**src/rtl/rom_arbiter.sv**
```systemverilog
// Two-port round-robin arbiter sharing a byte-wide ROM; each grant fetches a
// 16-bit little-endian word (two byte reads) and returns it to the owner port.
module rom_arbiter #(
  parameter int unsigned size_addr = 8
) (
  input  logic                 clk,
  input  logic                 rst_n,
  input  logic                 req0,
  input  logic [size_addr-1:0] addr0,
  output logic                 ack0,
  output logic [15:0]          data0,
  input  logic                 req1,
  input  logic [size_addr-1:0] addr1,
  output logic                 ack1,
  output logic [15:0]          data1,
  output logic                 rom_read,
  output logic [size_addr-1:0] rom_address,
  input  logic                 rom_ready,
  input  logic [7:0]           rom_data,
  output logic                 busy,
  output logic                 owner
);

  localparam int unsigned BYTE_W = 8;
  localparam int unsigned WORD_W = 16;

  localparam logic [1:0] IDLE = 2'd0;
  localparam logic [1:0] LO   = 2'd1;
  localparam logic [1:0] HI   = 2'd2;
  localparam logic [1:0] DONE = 2'd3;

  logic [1:0]           state, state_nx;
  logic                 prio, prio_nx;
  logic [BYTE_W-1:0]    lo_byte, lo_byte_nx;
  logic                 rom_read_nx;
  logic [size_addr-1:0] rom_address_nx;
  logic                 ack0_nx, ack1_nx;
  logic [WORD_W-1:0]    data0_nx, data1_nx;
  logic                 busy_nx;
  logic                 owner_nx;
  logic                 grant;

  // State and all registered outputs
  always_ff @(posedge clk or negedge rst_n) begin
    if (!rst_n) begin
      state       <= IDLE;
      prio        <= 1'b0;
      lo_byte     <= '0;
      rom_read    <= 1'b0;
      rom_address <= '0;
      ack0        <= 1'b0;
      ack1        <= 1'b0;
      data0       <= '0;
      data1       <= '0;
      busy        <= 1'b0;
      owner       <= 1'b0;
    end else begin
      state       <= state_nx;
      prio        <= prio_nx;
      lo_byte     <= lo_byte_nx;
      rom_read    <= rom_read_nx;
      rom_address <= rom_address_nx;
      ack0        <= ack0_nx;
      ack1        <= ack1_nx;
      data0       <= data0_nx;
      data1       <= data1_nx;
      busy        <= busy_nx;
      owner       <= owner_nx;
    end
  end

  // Port 1 wins when it is the sole requester, or when both request and it holds priority
  assign grant = req1 & (~req0 | prio);

  // Next-state and next-output logic
  always_comb begin
    state_nx       = state;
    prio_nx        = prio;
    lo_byte_nx     = lo_byte;
    rom_read_nx    = 1'b0;
    rom_address_nx = rom_address;
    ack0_nx        = 1'b0;
    ack1_nx        = 1'b0;
    data0_nx       = data0;
    data1_nx       = data1;
    owner_nx       = owner;

    case (state)
      IDLE: begin
        if (req0 || req1) begin
          owner_nx       = grant;
          prio_nx        = ~grant;
          rom_address_nx = grant ? addr1 : addr0;
          rom_read_nx    = 1'b1;
          state_nx       = LO;
        end
      end
      LO: begin
        if (rom_ready) begin
          lo_byte_nx     = rom_data;
          rom_address_nx = size_addr'(rom_address + size_addr'(1));
          rom_read_nx    = 1'b1;
          state_nx       = HI;
        end
      end
      HI: begin
        if (rom_ready) begin
          if (owner) begin
            data1_nx = {rom_data, lo_byte};
            ack1_nx  = 1'b1;
          end else begin
            data0_nx = {rom_data, lo_byte};
            ack0_nx  = 1'b1;
          end
          state_nx = DONE;
        end
      end
      default: begin
        state_nx = IDLE;
      end
    endcase

    busy_nx = (state_nx != IDLE);
  end

endmodule

```
**config.mk**
```make
export PLATFORM = sky130hd
export DESIGN_NAME = rom_arbiter
export DESIGN_NICKNAME = d
export VERILOG_FILES = /design/src/rtl/rom_arbiter.sv
export SDC_FILE = /design/constraint.sdc
export NUM_CORES = 1
export LEC_CHECK = 0
export CAP_MARGIN = 5
export CORE_AREA = 8 8 83 85
export CTS_CLUSTER_DIAMETER = 120
export CTS_CLUSTER_SIZE = 40
export DETAILED_ROUTE_END_ITERATION = 8
export DIE_AREA = 0 0 91 93
export GPL_TIMING_DRIVEN = 0
export MAX_ROUTING_LAYER = met4
export PLACE_DENSITY = 0.73
export SLEW_MARGIN = 15
export SYNTH_ARGS = -nofsm -noshare
export SYNTH_HDL_FRONTEND = slang
export SYNTH_SLANG_ARGS = --single-unit
```
**constraint.sdc**
```tcl
create_clock -name clk -period 2.6 [get_ports clk]
set_input_delay 0.52 -clock clk [delete_from_list [all_inputs] [get_ports clk]]
set_output_delay 0.52 -clock clk [all_outputs]
set_load 0.03 [all_outputs]
```
==> results.cfg <==
[flow_run]
drv_cap = 0

[setup_path]
worstSetupEndpoint = rom_address[0]
reg2reg_to = data0[3]
crit_fanout = 7
crit_buf_inv = 1
cpLargestDelayFamily = buffers and inverters
rr_worst_depth = 6
cp.depth = 1
end_kind = primary output
crit_chain = clkdlybuf4s50_1
max_stage_delay_ns = 0.72
r2r_slack_ns = 0.90
cp-start-kind = register
crit_start = rom_address[0]
cp_slowest_cell = clkdlybuf4s50_1
worstPathArrival_ns = 1.51
r2r-start = state[0]
criticalPathCategory = reg -> out
required_ns = 2.08

[global_route]
globalRouteTotalUtil_pct = 13.9
grt_start_max_net_pins = 57
grt_pass1_wl_um = 9130
grt_overflow = 0
first_global_vias = 1744
grt_antenna_before_repair = 0

[clock_tree]
ctsHoldBuffers = 0
h-tree-depth = 2
clk_latency_ns = 0.30
cts_tree = yes
post_cts_resized = 0
cts-root-buf = clkbuf_8
clock_path_buffers = 2
clk_pin_slew_ns = 0.10
cts_num_sinks = 56
cts_buffers = 5
post_cts_buffers = 0

[sta]
drv_slew = 0
timing.fmax_mhz = 493
max_slew.worst_pin.slew_ns = 0.691
fin_crit_ns = 2.03
relSlewSlack_pct = 53.9
rsz0062_at_grt = false
setup_viol = 0
hold_violations = 0
fin_skew_ns = 0.00880
finalCritPeriodShare_pct = 77.9

[detailed_routing]
via_count = 1700
wl_per_cell_um = 16.8
ant_nets = 0
drc = 0
drt_wl_total_um = 5580
firstDrtPassIters = 4
drtIter0Drc = 39
viasPerCell = 5.12

[power_and_ir_drop]
leakagePower_uw = 0.00140
powerDensity_mw_per_mm2 = 1310
ir_drop_mv = 0.694
p_total_uw = 4350

[synthesis]
avgSynthCellArea_um2 = 13.5
synthDistinctLibCells = 40
yosysTopAreaCellShare_pct = 58.3
synth-edff-count = 0
synth_seq_area_share_pct = 58.3
synth_area_mm2 = 0.00240
synth_area_leaders = dfrtp_1 (58%), mux2_2 (19%), mux2i_1 (2.9%), o21ai_0 (1.5%), buf_6 (1.4%)
syn_nets = 208
synth-seq-cells = 56
ys_async_sr_fraction_pct = 100
syn_inst = 178
synth_area_leader_cell = dfrtp_1
ys.flop_type = dfrtp_1
yosysWarningCount = 0

[die]
io_pins = 74
die_h_um = 93
core_mm2 = 0.00568
rows = 28
start_util_pct = 42.4
die-area_mm2 = 0.00846
die_w_um = 91

[run_status]
outcome = completed

[final_layout]
n_antenna_cell = 0
nets = 287
syn_to_final_growth_pct = 37.8
final-seq-area_mm2 = 0.00140
nFillCells = 488
fin_util_pct = 58.4
drive_above_1_share_pct = 23.7
multi_input_area_um2 = 936

[min_path]
min_path_type = in -> async

[placement]
post-dp-hpwl_um = 4100
place.gp.congestion = 0.868
io_buffers = 72
==> cell families after synthesis <==
family,Yosys count,share of synthesized area (%)
adders and majority gates,1,0.520
buffers and inverters,10,2.81
muxes,47,21.6
DFF,56,58.3
AOI/OAI and AO/OA,27,7.65
and+or+nand+nor,37,9.11
==> final cells by class <==
type	count	share of cell area (%)
Inverter	3	0.378
Sequential cell	56	42.3
Timing Repair Buffer	72	21.7
Multi-Input combinational cell	112	28.2
Tap cell	75	2.83
Clock buffer	7	2.91
Buffer	7	1.66
==> cell usage in the layout (no fill, tap or decap), types with 2 or more instances in the layout <==
cell type / Yosys / final
buf_4: 1 / 2
o211ai_1: 3 / 3
nand3_1: 4 / 4
dfrtp_1: 56 / 56
buf_2: 2 / 2
nand2b_1: 2 / 2
clkbuf_8: 0 / 7
a21oi_1: 4 / 4
nor3_1: 4 / 4
a211oi_1: 3 / 3
mux2_2: 40 / 40
nor2_1: 5 / 5
o21ai_0: 7 / 7
mux2i_1: 7 / 7
nand2_1: 7 / 7
inv_1: 2 / 2
and3_1: 4 / 4
nor2b_1: 2 / 2
clkdlybuf4s50_1: 0 / 71
buf_6: 3 / 3
==> synthesized netlist by cell type (3+ instances only) <==
cell type / instances
a211oi_1: 3
a21oi_1: 4
and3_1: 4
buf_6: 3
dfrtp_1: 56
mux2_2: 40
mux2i_1: 7
nand2_1: 7
nand3_1: 4
nor2_1: 5
nor3_1: 4
o211ai_1: 3
o21ai_0: 7
==> where the power goes <==
part / leakage (µW) / internal, µW / switching (µW)
clock network: 0.0000503 / 238 / 266
logic: 0.000677 / 1060 / 1220
registers: 0.000676 / 1290 / 280
total: 0.00140 / 2590 / 1770
==> flip-flops by register name (all words and copies together), names as in the netlist <==
register,cells
data0,16
data1,16
lo_byte,8
rom_address,8
state,2
ack0,1
ack1,1
busy,1
owner,1
prio,1
rom_read,1
==> how the worst min path moves through the flow <==
stage                                 to  cells after the start  slack (ns)
final                               prio                      1        0.25
after global routing               owner                      1        0.31
after CTS                 rom_address[5]                      1        0.28
after detailed placement            prio                      1        0.46
after global placement              prio                      1        0.45
after floorplan                     ack0                      0        0.22
==> stage by stage <==
step / instance area (µm²) / worst slack (ns) / setup TNS [ns] / instances / hold WS [ns]
5_1_grt: 3310 / 0.516 / 0 / 332 / 0.311
3_3_place_gp: 3220 / -0.755 / -42.09 / 325 / 0.455
3_5_place_dp: 3220 / 0.353 / 0 / 325 / 0.464
6_report: 3310 / 0.574 / 0 / 332 / 0.247
4_1_cts: 3310 / 0.556 / 0 / 332 / 0.285
2_1_floorplan: 2400 / 1.02 / 0 / 178 / 0.224
==> worst register-to-register path, delay by kind of cell (launching register included) <==
kind / cells / cell delay, ns
and+or+nand+nor: 3 / 0.50
DFF: 1 / 0.39
buffers and inverters: 2 / 0.35
muxes: 1 / 0.34
==> metal layers <==
layer | vias to the layer above | global-route usage, % | wire length (µm)
met1 | 833 | 16.0 | 2410
met4 | 0 | 3.96 | 65
met2 | 58 | 21.9 | 2630
met3 | 8 | 5.69 | 474
li1 | 801 | - | -
met5 | - | - | 0
Note: power is estimated with default switching activity, not from simulation.
